--- config.mk ---
export PLATFORM = sky130hd
export DESIGN_NAME = song_lib_arbiter
export DESIGN_NICKNAME = d
export VERILOG_FILES = /design/src/rtl/song_lib_arb_pkg.sv /design/src/rtl/song_lib_rr_pick.sv /design/src/rtl/song_lib_arbiter.sv
export SDC_FILE = /design/constraint.sdc
export NUM_CORES = 1
export LEC_CHECK = 0
export CORE_MARGIN = 1
export CORE_UTILIZATION = 49
export DETAILED_ROUTE_END_ITERATION = 10
export PLACE_DENSITY = 0.85
export SLEW_MARGIN = 30
export SYNTH_ARGS = -nofsm -noshare
export SYNTH_HDL_FRONTEND = slang
export SYNTH_HIERARCHICAL = 1
export SYNTH_SLANG_ARGS = --single-unit
export TNS_END_PERCENT = 20
--- constraint.sdc ---
create_clock -name clk -period 6 [get_ports clk]
set_clock_uncertainty 0.2 [all_clocks]
set_input_delay 0.9 -clock clk [delete_from_list [all_inputs] [get_ports clk]]
set_output_delay 0.9 -clock clk [all_outputs]
set_load 0.05 [all_outputs]
--- src/rtl/song_lib_arb_pkg.sv ---
// Shared types and constants for the song-library arbiter.
// Requester ids, note/song widths, the end-of-song marker and the FSM state enum.
package song_lib_arb_pkg;

   localparam int NUM_REQ = 3;
   localparam int NOTE_W  = 5;
   localparam int SONG_W  = 3;

   typedef logic [1:0] req_id_t;

   localparam req_id_t REQ_REC   = 2'd0;
   localparam req_id_t REQ_AUTO  = 2'd1;
   localparam req_id_t REQ_LEARN = 2'd2;

   localparam logic [NOTE_W-1:0] END_NOTE = 5'b11111;

   typedef enum logic [2:0] {
      S_IDLE     = 3'd0,
      S_REWIND   = 3'd1,
      S_ACTIVE   = 3'd2,
      S_PULSE_HI = 3'd3,
      S_PULSE_LO = 3'd4,
      S_RELEASE  = 3'd5
   } arb_state_e;

   // (base + off) mod NUM_REQ for small ids
   function automatic req_id_t rr_add(input req_id_t base, input req_id_t off);
      logic [2:0] sum;
      sum = {1'b0, base} + {1'b0, off};
      if (sum >= 3'(NUM_REQ)) sum = sum - 3'(NUM_REQ);
      return sum[1:0];
   endfunction

endpackage

--- src/rtl/song_lib_rr_pick.sv ---
// Combinational round-robin picker: first eligible requester at or above rr_ptr, wrapping.
module song_lib_rr_pick
   import song_lib_arb_pkg::*;
(
   input  logic [NUM_REQ-1:0] req,
   input  logic [NUM_REQ-1:0] mask,
   input  req_id_t            rr_ptr,
   output logic [NUM_REQ-1:0] pick,
   output logic               valid
);

   logic [NUM_REQ-1:0] elig;
   req_id_t            idx;

   always_comb begin
      elig  = req & ~mask;
      pick  = '0;
      valid = 1'b0;
      idx   = rr_ptr;
      for (int k = 0; k < NUM_REQ; k++) begin
         idx = rr_add(rr_ptr, req_id_t'(k));
         if (!valid && elig[idx]) begin
            pick[idx] = 1'b1;
            valid     = 1'b1;
         end
      end
   end

endmodule

--- src/rtl/song_lib_arbiter.sv ---
// Round-robin owner of the song-library port: rewind on grant, step pulses, read capture.
// Optional SONG_LIB_ARB_TIMEOUT_EN adds an idle timeout with a per-requester re-grant mask.
//
// state      | meaning
// IDLE       | no owner; arbitrate among req
// REWIND     | lib_back_to held for REWIND_CYC cycles
// ACTIVE     | owner granted, waiting for a step or release
// PULSE_HI   | lib_clk high for CLK_HI_CYC cycles
// PULSE_LO   | lib_clk low, read capture, step_done
// RELEASE    | drop grant, advance rr_ptr
module song_lib_arbiter
   import song_lib_arb_pkg::*;
#(
   parameter int unsigned REWIND_CYC  = 2,
   parameter int unsigned CLK_HI_CYC  = 4,
   parameter int unsigned TIMEOUT_CYC = 1000
)(
   input  logic                        clk,
   input  logic                        rst,
   input  logic [NUM_REQ-1:0]          req,
   input  logic [NUM_REQ-1:0]          step,
   input  logic [NUM_REQ-1:0]          req_rw,
   input  logic [NUM_REQ*SONG_W-1:0]   req_song,
   input  logic [NUM_REQ*NOTE_W-1:0]   req_wr_note,
   input  logic [NOTE_W-1:0]           lib_in_note,
   output logic [NUM_REQ-1:0]          gnt,
   output logic                        step_done,
   output logic [NOTE_W-1:0]           rd_note,
   output logic                        song_end,
   output logic                        lib_clk,
   output logic                        lib_RorW,
   output logic                        lib_back_to,
   output logic [SONG_W-1:0]           lib_song_select,
   output logic [NOTE_W-1:0]           lib_wr_note
);

   localparam int unsigned PH_MAX = (REWIND_CYC > CLK_HI_CYC) ? REWIND_CYC : CLK_HI_CYC;
   localparam int unsigned PH_W   = $clog2(PH_MAX + 1);
   localparam logic [PH_W-1:0] REWIND_LD = PH_W'(REWIND_CYC - 1);
   localparam logic [PH_W-1:0] HI_LD     = PH_W'(CLK_HI_CYC - 1);

   arb_state_e          state_q, state_d;
   req_id_t             owner_q, owner_d;
   req_id_t             rr_ptr_q, rr_ptr_d;
   logic [PH_W-1:0]     ph_cnt_q, ph_cnt_d;
   logic [NUM_REQ-1:0]  gnt_q, gnt_d;
   logic                step_done_q, step_done_d;
   logic [NOTE_W-1:0]   rd_note_q, rd_note_d;
   logic                song_end_q, song_end_d;
   logic                lib_clk_q, lib_clk_d;
   logic                lib_rorw_q, lib_rorw_d;
   logic                lib_back_to_q, lib_back_to_d;
   logic [SONG_W-1:0]   lib_song_q, lib_song_d;
   logic [NOTE_W-1:0]   lib_wr_note_q, lib_wr_note_d;
   logic                go_release;

   logic [NUM_REQ-1:0]  arb_mask;
   logic [NUM_REQ-1:0]  pick_oh;
   logic                pick_vld;
   req_id_t             pick_id;

   logic [SONG_W-1:0]   song_arr    [NUM_REQ];
   logic [NOTE_W-1:0]   wr_note_arr [NUM_REQ];

   for (genvar g = 0; g < NUM_REQ; g++) begin : g_unpack
      assign song_arr[g]    = req_song[g*SONG_W +: SONG_W];
      assign wr_note_arr[g] = req_wr_note[g*NOTE_W +: NOTE_W];
   end

`ifdef SONG_LIB_ARB_TIMEOUT_EN
   localparam int unsigned TO_W = $clog2(TIMEOUT_CYC + 1);
   localparam logic [TO_W-1:0] TO_LD = TO_W'(TIMEOUT_CYC - 1);

   logic [TO_W-1:0]     to_cnt_q, to_cnt_d;
   logic [NUM_REQ-1:0]  mask_q, mask_d;

   assign arb_mask = mask_q;
`else
   logic unused_timeout;

   assign unused_timeout = (TIMEOUT_CYC == 0);
   assign arb_mask       = '0;
`endif

   song_lib_rr_pick u_pick (
      .req    (req),
      .mask   (arb_mask),
      .rr_ptr (rr_ptr_q),
      .pick   (pick_oh),
      .valid  (pick_vld)
   );

   always_comb begin
      pick_id = REQ_REC;
      if (pick_oh[REQ_AUTO])       pick_id = REQ_AUTO;
      else if (pick_oh[REQ_LEARN]) pick_id = REQ_LEARN;
   end

   always_comb begin
      state_d       = state_q;
      owner_d       = owner_q;
      rr_ptr_d      = rr_ptr_q;
      ph_cnt_d      = ph_cnt_q;
      gnt_d         = gnt_q;
      step_done_d   = 1'b0;
      rd_note_d     = rd_note_q;
      song_end_d    = song_end_q;
      lib_clk_d     = lib_clk_q;
      lib_rorw_d    = lib_rorw_q;
      lib_back_to_d = lib_back_to_q;
      lib_song_d    = lib_song_q;
      lib_wr_note_d = lib_wr_note_q;
      go_release    = 1'b0;
`ifdef SONG_LIB_ARB_TIMEOUT_EN
      to_cnt_d      = to_cnt_q;
      mask_d        = mask_q & req;
`endif

      case (state_q)
         S_IDLE: begin
            if (pick_vld) begin
               owner_d       = pick_id;
               gnt_d         = pick_oh;
               lib_song_d    = song_arr[pick_id];
               lib_rorw_d    = req_rw[pick_id];
               lib_back_to_d = 1'b1;
               ph_cnt_d      = REWIND_LD;
               state_d       = S_REWIND;
            end
         end

         S_REWIND: begin
            if (ph_cnt_q == '0) begin
               lib_back_to_d = 1'b0;
               state_d       = S_ACTIVE;
`ifdef SONG_LIB_ARB_TIMEOUT_EN
               to_cnt_d      = TO_LD;
`endif
            end else begin
               ph_cnt_d = ph_cnt_q - 1'b1;
            end
         end

         S_ACTIVE: begin
            if (!req[owner_q]) begin
               go_release = 1'b1;
            end else if (step[owner_q] && !song_end_q) begin
               if (lib_rorw_q) lib_wr_note_d = wr_note_arr[owner_q];
               lib_clk_d = 1'b1;
               ph_cnt_d  = HI_LD;
               state_d   = S_PULSE_HI;
`ifdef SONG_LIB_ARB_TIMEOUT_EN
            end else if (to_cnt_q == '0) begin
               go_release      = 1'b1;
               mask_d[owner_q] = 1'b1;
            end else begin
               to_cnt_d = to_cnt_q - 1'b1;
`endif
            end
         end

         S_PULSE_HI: begin
            if (ph_cnt_q == '0) begin
               lib_clk_d = 1'b0;
               state_d   = S_PULSE_LO;
            end else begin
               ph_cnt_d = ph_cnt_q - 1'b1;
            end
         end

         S_PULSE_LO: begin
            step_done_d = 1'b1;
            if (!lib_rorw_q) begin
               rd_note_d = lib_in_note;
               if (lib_in_note == END_NOTE) song_end_d = 1'b1;
            end
            state_d = S_ACTIVE;
`ifdef SONG_LIB_ARB_TIMEOUT_EN
            to_cnt_d = TO_LD;
`endif
         end

         S_RELEASE: begin
            state_d = S_IDLE;
         end

         default: begin
            state_d = S_IDLE;
         end
      endcase

      if (go_release) begin
         state_d    = S_RELEASE;
         gnt_d      = '0;
         song_end_d = 1'b0;
         lib_rorw_d = 1'b0;
         rr_ptr_d   = rr_add(owner_q, 2'd1);
      end
   end

   always_ff @(posedge clk) begin
      if (rst) begin
         state_q       <= S_IDLE;
         owner_q       <= REQ_REC;
         rr_ptr_q      <= REQ_REC;
         ph_cnt_q      <= '0;
         gnt_q         <= '0;
         step_done_q   <= 1'b0;
         rd_note_q     <= '0;
         song_end_q    <= 1'b0;
         lib_clk_q     <= 1'b0;
         lib_rorw_q    <= 1'b0;
         lib_back_to_q <= 1'b0;
         lib_song_q    <= '0;
         lib_wr_note_q <= '0;
`ifdef SONG_LIB_ARB_TIMEOUT_EN
         to_cnt_q      <= '0;
         mask_q        <= '0;
`endif
      end else begin
         state_q       <= state_d;
         owner_q       <= owner_d;
         rr_ptr_q      <= rr_ptr_d;
         ph_cnt_q      <= ph_cnt_d;
         gnt_q         <= gnt_d;
         step_done_q   <= step_done_d;
         rd_note_q     <= rd_note_d;
         song_end_q    <= song_end_d;
         lib_clk_q     <= lib_clk_d;
         lib_rorw_q    <= lib_rorw_d;
         lib_back_to_q <= lib_back_to_d;
         lib_song_q    <= lib_song_d;
         lib_wr_note_q <= lib_wr_note_d;
`ifdef SONG_LIB_ARB_TIMEOUT_EN
         to_cnt_q      <= to_cnt_d;
         mask_q        <= mask_d;
`endif
      end
   end

   assign gnt             = gnt_q;
   assign step_done       = step_done_q;
   assign rd_note         = rd_note_q;
   assign song_end        = song_end_q;
   assign lib_clk         = lib_clk_q;
   assign lib_RorW        = lib_rorw_q;
   assign lib_back_to     = lib_back_to_q;
   assign lib_song_select = lib_song_q;
   assign lib_wr_note     = lib_wr_note_q;

endmodule

* Word level (Yosys, flattened, before mapping) *
Cells that the tools add are included.
W data, S select, Z words.

word-level totals
  output and inout port bits = 21
  bits of input ports = 40
  logic and storage cells = 136
  bits in writable memories = 0
  bits in latches = 0
  memories = 0
  memory bits (read-only) = 0
  flip-flop bits (word level) = 31

cells by class
  equal/unequal tests = 16
  magnitude comparators = 14
  div/mod/pow operators = 0
  $mul = 0
  bitwise logic cells = 5
  add/sub/neg operators = 8
  reduce and logical (&&, ||, !) cells = 25
  muxes and demuxes = 54
  shift-type cells = 0

operators by type and width
  kind                   count
  $mux W3                12
  $mux W1                19
  $lt A2 B3 Y1 const B   5
  $ne A3 B3 Y1 const B   5
  $pmux W3 S5            1
  $reduce_and A5 Y1      3
  $bmux W1 S2            6
  $mux W2                6
  $ne A2 B2 Y1 const B   6
  $bmux W5 S2            1
  $mux W5                2
  $ge A3 B2 Y1 const B   3
  $pmux W3 S3            1
  $reduce_and A4 Y1      2
  $sub A2 B2 Y2 const B  4
  $add A2 B1 Y3 const B  2
  $bmux W3 S2            1
  $demux W1 S2           3
  $eq A3 B2 Y1 const B   2
  $ge A2 B1 Y1 const B   3
  $ge A3 B3 Y1 const B   2
  $logic_and A1 B1 Y1    6
  $logic_not A3 Y1       2
  $not A2 Y3             2
  15 further kinds       23

* Longest topological paths before layout *
Gate-level depths: netlist (run 1).

  depth in word-level cells = 17
  depth in mapped cells = 11
  gate-level depth less buffers = 10

* Modules after synthesis *
The synthesis (run 1) kept the hierarchy.

by module, submodules not included
  module            area an instance (µm²)  instances  seq. area each (µm²)  cells an instance
  song_lib_arbiter  1535.2                  1          620.6                 181
  song_lib_rr_pick  271.5                   1          0.0                   35

* Worst setup path before layout (run 1) *
OpenSTA, ideal clock, no wires.

  path kind = input-to-reg
  start point = input port req[0]
  end point = register ph_cnt_q[2]
  setup time = 0.120 ns
  setup slack = 3.497 ns
  stages on the path = 7
  buffers on the path = 0
  data required time = 5.680 ns
  data arrival time = 2.183 ns
  cell sequence = nand2b_1 -> o311a_2 -> nand3_1 -> nor3_1 -> a211oi_1 -> nand3_1 -> o31a_1

between the ends
  word-level cells in the longest chain between the ends = 11
  elaborated cells between the ends (all ways) = 18
  classes of those cells = 2 x eq/ne; 11 x mux; 5 x reduce/logical

ends and longest elaborated chain
  what                             RTL line                 text
  start: declaration               song_lib_arbiter.sv:20   input logic [NUM_REQ-1:0] req,
  $bmux W1 S2                      song_lib_rr_pick.sv:22   if (!valid && elig[idx]) begin
  $mux W1 (implied by the code)    song_lib_rr_pick.sv:22
  $mux W1                          song_lib_rr_pick.sv:22
  $logic_not A1 Y1                 song_lib_rr_pick.sv:22
  $logic_and A1 B1 Y1              song_lib_rr_pick.sv:22
  $mux W1                          song_lib_rr_pick.sv:22
  $logic_not A1 Y1                 song_lib_rr_pick.sv:22
  $logic_and A1 B1 Y1              song_lib_rr_pick.sv:22
  $mux W1 (*)                      song_lib_rr_pick.sv:22
  named net pick_vld               song_lib_arbiter.sv:59   logic pick_vld;
  $ne A2 B2 Y1 (no line) (*)       n/a
  $reduce_and A5 Y1 (no line) (*)  n/a
  end signal: assignment           song_lib_arbiter.sv:224  ph_cnt_q <= ph_cnt_d;
  end: declaration                 song_lib_arbiter.sv:45   logic [PH_W-1:0] ph_cnt_q, ph_cnt_d;

Mark *: on every way through the listed nets, which the timed path passes. The rest lies on a longest branch. The select of a mux whose other input is x is not followed.
A chain may end at the register's enable or synchronous reset.

* Final worst setup path (run 1) *
  start point = input port req[0]
  end point = register gnt_q[1], in the netlist gnt[1]

between the ends
  word-level cells in the longest chain between the ends = 10
  elaborated cells between the ends (all ways) = 24
  classes of those cells = 16 x mux; 2 x bitwise; 6 x reduce/logical

ends and longest elaborated chain
  what                             RTL line                 text
  $bmux W1 S2                      song_lib_rr_pick.sv:22
  $mux W1 (implied by the code)    song_lib_rr_pick.sv:22
  $mux W1                          song_lib_rr_pick.sv:22
  $logic_not A1 Y1                 song_lib_rr_pick.sv:22
  $logic_and A1 B1 Y1              song_lib_rr_pick.sv:22
  $mux W1                          song_lib_rr_pick.sv:22
  $logic_not A1 Y1                 song_lib_rr_pick.sv:22
  $logic_and A1 B1 Y1              song_lib_rr_pick.sv:22
  $mux W1 (*)                      song_lib_rr_pick.sv:22
  named net pick_vld               song_lib_arbiter.sv:59
  $reduce_and A2 Y1 (no line) (*)  n/a
  end signal: assignment           song_lib_arbiter.sv:225  gnt_q <= gnt_d;
  end: declaration                 song_lib_arbiter.sv:46   logic [NUM_REQ-1:0] gnt_q, gnt_d;

Marks and branches as above.

==> flow_summary.ini, run 1 <==
[setup_path]
crit_required_ns = 6.01
slowest_delay_ns = 0.61
rrSetupSlack_ns = 3.24
end_kind = register
path_buf_inv = 1
critPathKind = input port to register
crit_path_cell_trace = clkdlybuf4s50_1, nand2b_1, o311a_2, nand3_1, nor4b_2, nand2_1, a21oi_1
cp-start-kind = input port
cp_slowest_cell = nor4b_2
crit_family = simple AND/OR/NAND/NOR gates
critPathArrivalTime_ns = 3.02
cp_max_fo = 8

[sta]
setup_viol = 0
final-hold-violation-count = 0
period_needed_ns = 3.01
setup_tns_ns = 0
rsz0062_at_grt = no
relSlewSlack_pct = 53.1
worst_slew_pin_slew_ns = 0.702
setup_slack_ns = 2.99
worst_hold_slack_ns = 0.265
final-max-slew-violation-count = 0
max_freq_mhz = 332
timing.final.crit_share_pct = 50.1

[outcome]
status = finished clean

[final_layout]
fin_area_um2 = 2530
final_cells = 330
nets = 330
drive_gt1_share_pct = 6.34
syn_to_final_growth_pct = 40.3
final_util_pct = 73.6
fillers = 264
n_antenna_cell = 0

[cts]
cts_buffers = 5
root_buffer = clkbuf_8
post_cts_buffers = 0
clock_path_buffers = 2
cts_resized = 0
clock_latency_ns = 0.28
htreeDepth = 2
clkTransAtPathRegs_ns = 0.07
cts.sinks = 31
cts_tree = yes
cts_hold_buf = 0

[die]
dieWidth_um = 62.7
rows = 21
die_y_um = 62.7
core-area_um2 = 3440
die_area_um2 = 3930
io_pins = 61
start_util_pct = 52.5

[route]
wl_per_cell_um = 13.6
post-route-drc-count = 0
ant_nets = 0
vias_per_cell = 5.31
routed_wl_um = 4480
first_pass_iters = 4
drt_iter0_drc = 65
vias = 1753

[yosys]
synth_most_common_cell = dfxtp_1
synth_cell_types = 46
synth_cells = 216
async_reset_ff_share_pct = 0
synth-edff-count = 0
avgSynthCellArea_um2 = 8.36
synth_seq_cells = 31
yosysWarnings = 6
yosysTopAreaCellShare_pct = 34.3
yosysSeqAreaShare_pct = 34.3
syn-cell-area_um2 = 1810
netlist.top_cell.by_area = dfxtp_1
ys.flop_type = dfxtp_1
synth_area_leaders = dfxtp_1 (34%), mux2i_1 (8.9%), a21oi_1 (6.4%), nand2_1 (5.4%), nor2_1 (5.0%)
synth_commonest_cells = dfxtp_1 (31), nand2_1 (26), nor2_1 (24), a21oi_1 (23), mux2i_1 (16)

[global_route]
overflow = 0
grt_usage_pct = 24.6
antenna_found_initial = 0
grt_pass1_vias = 1712
grt_max_degree = 27
grt_pass1_wl_um = 7530

[power_and_ir_drop]
p_leak_nw = 0.963
p_per_area_nw_per_um2 = 305
ir_drop_mv = 0.193
total_power_mw = 0.772

[run]
cap_violations = 0

[placed_design]
dp_hpwl_um = 3240
portBuffers = 60
placed_cells = 322
place_area_um2 = 2450
gp_congestion = 0.894
post-place-ws_ns = 2.72

[min_path]
hold_class = register to register
sequential cells by signal, summed over array words and instances (netlist names):
name             cells
gnt                  3
lib_RorW             1
lib_back_to          1
lib_clk              1
lib_song_select      3
lib_wr_note          5
owner_q              2
ph_cnt_q             3
rd_note              5
rr_ptr_q             2
song_end             1
state_q              3
step_done            1
worst min-delay path: stages, from the launching register on:
cell	delay (ns)
dfxtp_1	0.32
nand2_1	0.05
a21oi_1	0.05
placed cells by master (no fill, tap or decap), types with 2 or more instances in the layout:
master           synthesis  layout
a211oi_1                 7       7
a21oi_1                 23      23
a31oi_1                  2       2
and3b_1                  2       2
and4bb_1                 2       2
clkbuf_8                 0       5
clkdlybuf4s50_1          0      59
conb_1                   1      11
dfxtp_1                 31      31
ha_1                     7       7
inv_1                    7       7
mux2i_1                 16      16
nand2_1                 26      26
nand2b_1                 4       4
nand3_1                  6       6
nand3b_1                 3       3
nand4bb_1                2       2
nor2_1                  24      24
nor2b_1                  5       5
nor3_1                   5       5
nor4b_1                  2       2
o21ai_0                  8       8
o21ai_1                  2       2
path summary, 6_finish.rpt:
kind / from / to / depth (start not counted)
min: gnt[2] / gnt[2] / 2
min reg2reg: gnt[2] / gnt[2] / 2
max: req[0] / gnt[1] / 7
max reg2reg: rr_ptr_q[0] / gnt[1] / 8
per-layer routing:
layer | GRT usage [%] | vias up | wire length, um
met5 | 0 | - | 0
met4 | 14.2 | 0 | 150
met2 | 41.4 | 54 | 2090
met3 | 4.74 | 16 | 182
met1 | 28.9 | 789 | 2060
li1 | - | 894 | -
cell type report:
type | count | area [um^2] | share of cell area (%)
well taps | 46 | 57.6 | 2.27
clock buffers | 6 | 72.6 | 2.86
clock inverters | 2 | 12.5 | 0.494
flip-flops and latches | 31 | 621 | 24.5
inverters | 8 | 30.0 | 1.18
multi-input cells | 177 | 1150 | 45.2
repair buffers | 60 | 596 | 23.5
logic make-up (layout without fill, tap and decap cells):
logic type               after synthesis  after routing  share of synthesized area [%]
buffers and inverters                 18             76                           4.29
flip-flops                            31             31                           34.3
AO/OA/AOI/OAI                         52             52                           18.2
adder cells (fa/ha/maj)                7              7                           4.85
other                                  1             11                          0.208
XOR/XNOR                               1              1                          0.485
AND/OR/NAND/NOR                       88             88                           27.3
multiplexers                          18             18                           10.3
power breakdown:
group / internal [mW] / switching, mW / total [mW] / leakage (nW)
clock: 0.0809 / 0.0787 / 0.160 / 0.0412
sequential: 0.239 / 0.0383 / 0.278 / 0.252
combinational: 0.138 / 0.197 / 0.335 / 0.670
Note: power is estimated with default switching activity, not from simulation.
==> inputs of run 2 (changes only) <==
Settings changed: CORE_UTILIZATION 49 to 45, PLACE_DENSITY 0.85 to 0.79.
Clock period 6 ns to 2.86 ns, I/O delays scaled along.
==> run 2 against run 1 <==
Compared with the run above:
- clock-buffer cell count is the same
- routed wire length down 1.8%
- worst hold slack worse by 0.0079 ns
- power rose by 130%
- clock power increased to 2.8 times the previous value
- critical path type is now register to register
- sequential power rose by 110%
- cell count rose by 2.4%
- sequential share of layout area shrank 0.84 points
- critical endpoint is now ph_cnt_q[2]
- critical path depth grew 2
- utilization decreased by 3.5 points
- largest cell class unchanged
- non-clock buffer count increased by 6
==> flow_summary.ini, run 2 (synthesis results as in run 1) <==
[setup_path]
crit_path_cell_trace = inv_1, ha_1, nor4b_1, nor3_1, nand3_1, nor3_1, a211oi_1, nand3_1, o31a_1
cp_slowest_cell = dfxtp_1
critPathArrivalTime_ns = 2.61
critPathKind = register to register
cp-start-kind = register
crit_family = simple AND/OR/NAND/NOR gates
path_buf_inv = 1
slowest_delay_ns = 0.39
end_kind = register
crit_required_ns = 2.83
cp_max_fo = 8

[cts]
cts_resized = 0
htreeDepth = 2
clkTransAtPathRegs_ns = 0.06
clock_latency_ns = 0.28
clock_path_buffers = 2
post_cts_buffers = 0
cts_tree = yes
cts_hold_buf = 0
cts_buffers = 5
root_buffer = clkbuf_8
cts.sinks = 31

[sta]
setup_viol = 0
rsz0062_at_grt = no
timing.final.crit_share_pct = 92.0
period_needed_ns = 2.63
relSlewSlack_pct = 61.1
worst_slew_pin_slew_ns = 0.581
setup_tns_ns = 0
max_freq_mhz = 380
final-max-slew-violation-count = 0
final-hold-violation-count = 0

[final_layout]
syn_to_final_growth_pct = 45.3
layout_common_cells = clkdlybuf4s50_1 (60), dfxtp_1 (31), nand2_1 (26), nor2_1 (24), a21oi_1 (23)
drive_gt1_share_pct = 8.62
layout_commonest_cell = clkdlybuf4s50_1
n_antenna_cell = 0
nets = 336
final_cells = 338
final_util_pct = 70.1

[global_route]
antenna_found_initial = 0
overflow = 0
grt_usage_pct = 22.2
grt_pass1_wl_um = 7340
grt_pass1_vias = 1688
grt_max_degree = 14

[placed_design]
portBuffers = 60
gp_congestion = 0.798
placed_cells = 330
dp_hpwl_um = 3370

[power_and_ir_drop]
p_leak_nw = 1.02
p_per_area_nw_per_um2 = 670
ir_drop_mv = 0.468

[die]
die_area_um2 = 4270
start_util_pct = 48.3
io_pins = 61
rows = 22
dieWidth_um = 65.4
core-area_um2 = 3740
die_y_um = 65.4

[route]
drt_iter0_drc = 98
vias_per_cell = 5.09
ant_nets = 0
routed_wl_um = 4400
vias = 1720
wl_per_cell_um = 13.0
first_pass_iters = 4
post-route-drc-count = 0

[run]
cap_violations = 0

[min_path]
hold_class = register to register

[outcome]
status = finished clean
-- run 2: changes by cell type in the layout (fill, tap and decap cells not counted), sizes merged --
cell,delta
clkinvlp,-1
clkdlybuf4s50,+1
bufinv,+1
buf,+5
-- run 2: cell type report --
cell class	instances	area (um^2)
sequential	31	621
inverter	8	30.0
timing repair buffer	66	646
fill	310	1120
tap	48	60.1
multi-input combinational	177	1150
clock buffer	6	82.6
clock inverter	2	35.0
-- run 2: layer usage --
metal	track usage, %	up-vias	part of all wire (%)
met2	39.8	44	48
li1	-	903	-
met5	0	-	0
met3	5.90	7	5.6
met1	26.4	766	45
met4	4.08	0	0.91
-- run 2: path summary, 6_finish.rpt --
path / startpoint / endpoint / slack (ns) / cells past startpoint
max: rr_ptr_q[0] / ph_cnt_q[2] / 0.23 / 9
min: gnt[1] / gnt[1] / 0.26 / 2
max reg2reg: rr_ptr_q[0] / ph_cnt_q[2] / 0.23 / 9
min reg2reg: gnt[1] / gnt[1] / 0.26 / 2
-- run 2: power by group --
group / switching, mW / internal [mW]
logic: 0.433 / 0.309
registers: 0.0720 / 0.502
clock network: 0.162 / 0.282
-- run 2: worst min-delay path, cell delays in order, from the launching register on --
cell	delay [ns]
dfxtp_1	0.31
nand2_1	0.05
a21oi_1	0.05
-- run 2: stage by stage --
| step | worst slack (ns) | instance area (um^2) | hold slack (ns) | total power [mW] |
|---|---|---|---|---|
| after global placement | 0.0899 | 2500 | 0.243 | 1.31 |
| after CTS | 0.143 | 2620 | 0.259 | 1.77 |
| after floorplan | 0.444 | 1840 | 0.272 | 1.09 |
| after global routing | 0.00994 | 2630 | 0.269 | 1.88 |
| final | 0.229 | 2630 | 0.257 | 1.76 |
| after detailed placement | 0.0322 | 2500 | 0.249 | 1.32 |
==> inputs of run 3 (changes only) <==
Settings changed: CORE_MARGIN 1 to 8, CORE_UTILIZATION 45 to 30, PLACE_DENSITY 0.79 to not set.
==> run 3 against run 2 <==
Compared with the run above:
- clock power rose by 14%
- critical path depth rose by 1
- non-clock buffer count fell by 1
==> flow_summary.ini, run 3 (synthesis results as in run 1) <==
[sta]
final-max-slew-violation-count = 0
period_needed_ns = 2.60
rsz0062_at_grt = no
worst_hold_slack_ns = 0.256
max_freq_mhz = 385
relSlewSlack_pct = 60.1
final-hold-violation-count = 0
timing.final.crit_share_pct = 90.8
setup_viol = 0
setup_tns_ns = 0
worst_slew_pin_slew_ns = 0.595

[power_and_ir_drop]
p_leak_nw = 1.01
p_comb_share_pct = 40.4
total_power_mw = 1.82
ir_drop_mv = 0.398
power_frac_clock_pct = 27.9
internal_power_mw = 1.16
power.net_switching_mw = 0.664
seqPwrFrac_pct = 31.7
p_per_area_nw_per_um2 = 682
sw_frac_of_total_pct = 36.5

[route]
post-route-drc-count = 0
drt_iter0_drc = 130
routed_wl_um = 4690
wl_per_cell_um = 12.9
first_pass_iters = 5
vias_per_cell = 4.69
vias = 1706
ant_nets = 0

[setup_path]
end_kind = register
cp_max_fo = 6
critPathKind = register to register
rr_startpoint = rr_ptr_q[0]
crit_required_ns = 2.87
cp-start-kind = register
critPathArrivalTime_ns = 2.61
r2r_end = lib_RorW
rrSetupSlack_ns = 0.26
rr_worst_depth = 10
crit_path_end = lib_RorW
crit_start = rr_ptr_q[0]

[cts]
clock_path_buffers = 2
cts.sinks = 31
cts_tree = yes
clkTransAtPathRegs_ns = 0.07
clock_latency_ns = 0.28
cts_buffers = 5
htreeDepth = 2
cts_hold_buf = 0
root_buffer = clkbuf_8

[placed_design]
dp_hpwl_um = 3700
portBuffers = 60
gp_congestion = 0.850

[global_route]
grt_pass1_wl_um = 7860
overflow = 0
grt_usage_pct = 11.1
antenna_found_initial = 0
grt_max_degree = 22
grt_pass1_vias = 1722

[final_layout]
syn_to_final_growth_pct = 47.6
drive_gt1_share_pct = 7.96
nets = 335
layout_commonest_cell = clkdlybuf4s50_1
n_antenna_cell = 0
layout_common_cells = clkdlybuf4s50_1 (60), dfxtp_1 (31), nand2_1 (26), nor2_1 (24), a21oi_1 (23)
fillers = 611

[die]
core-area_um2 = 5890
die_area_um2 = 8760
rows = 28
dieWidth_um = 93.6
start_util_pct = 30.7
die_y_um = 93.6
io_pins = 61

[run]
cap_violations = 0

[outcome]
status = finished clean

[min_path]
hold_class = register to register
## run 3: cell types whose count changed in the layout (fill, tap and decap cells not counted)
cell	previous run	this run
clkbuf_1	0	1
clkinv_2	1	0
nor4b_1	2	1
nand3_2	1	0
clkbuf_8	6	5
nand3_1	5	6
nor4b_2	1	2
bufinv_16	1	2
buf_4	6	5
## run 3: layout make-up
type,instances,area [um^2],share of cell area (%)
Clock inverter,2,60.1,2.25
Clock buffer,6,72.6,2.72
Multi-Input combinational cell,177,1150,43.2
Inverter,8,30.0,1.13
Sequential cell,31,621,23.3
Timing Repair Buffer,65,638,23.9
Tap cell,75,93.8,3.52
## run 3: what timing repair did
item                       CTS  global route
resized for setup            0             1
setup buffers                0             0
setup endpoints to repair    0             2
## run 3: routing by layer
layer,routed length (um),track usage (%),part of all wire [%],vias up
met4,91,4.10,1.9,0
li1,-,-,-,902
met5,0,0,0,-
met1,2170,13.1,46,749
met2,2070,17.3,44,45
met3,356,4.89,7.6,10
## run 3: power groups by stage
stage | logic, mW | clock network (mW) | registers (mW)
after floorplan | 0.427 | 0 | 0.661
after global placement | 0.738 | 0 | 0.584
after detailed placement | 0.733 | 0 | 0.586
after CTS | 0.736 | 0.517 | 0.578
after global routing | 0.816 | 0.539 | 0.589
final | 0.735 | 0.508 | 0.577
## run 3: worst min path at each step
stage | from | endpoint | slack [ns] | cells after the start
4_1_cts | gnt[1] | gnt[1] | 0.26 | 2
2_1_floorplan | ph_cnt_q[0] | ph_cnt_q[0] | 0.27 | 2
5_1_grt | gnt[1] | gnt[1] | 0.27 | 2
3_5_place_dp | gnt[1] | gnt[1] | 0.25 | 2
6_report | gnt[1] | gnt[1] | 0.26 | 2
3_3_place_gp | lib_song_select[2] | lib_song_select[2] | 0.24 | 2
## run 3: per-stage QoR
step | area [um^2] | instances | worst slack (ns) | util (%)
after floorplan | 1840 | 226 | 0.444 | -
after global placement | 2530 | 356 | 0.112 | 43.0
after detailed placement | 2530 | 356 | 0.121 | 43.0
after CTS | 2660 | 364 | 0.275 | 45.2
after global routing | 2670 | 364 | 0.00273 | 45.3
final | 2670 | 364 | 0.263 | 45.3
## run 3: critical path, cell delays in order (launching register included)
cell and delay [ns]:
dfxtp_1 0.38, inv_1 0.08, ha_1 0.36, and4bb_1 0.24, or3_1 0.34, nand3_1 0.10
nand3_1 0.28, mux2i_1 0.20, o21ai_0 0.16, nand2_1 0.08, a21oi_1 0.11
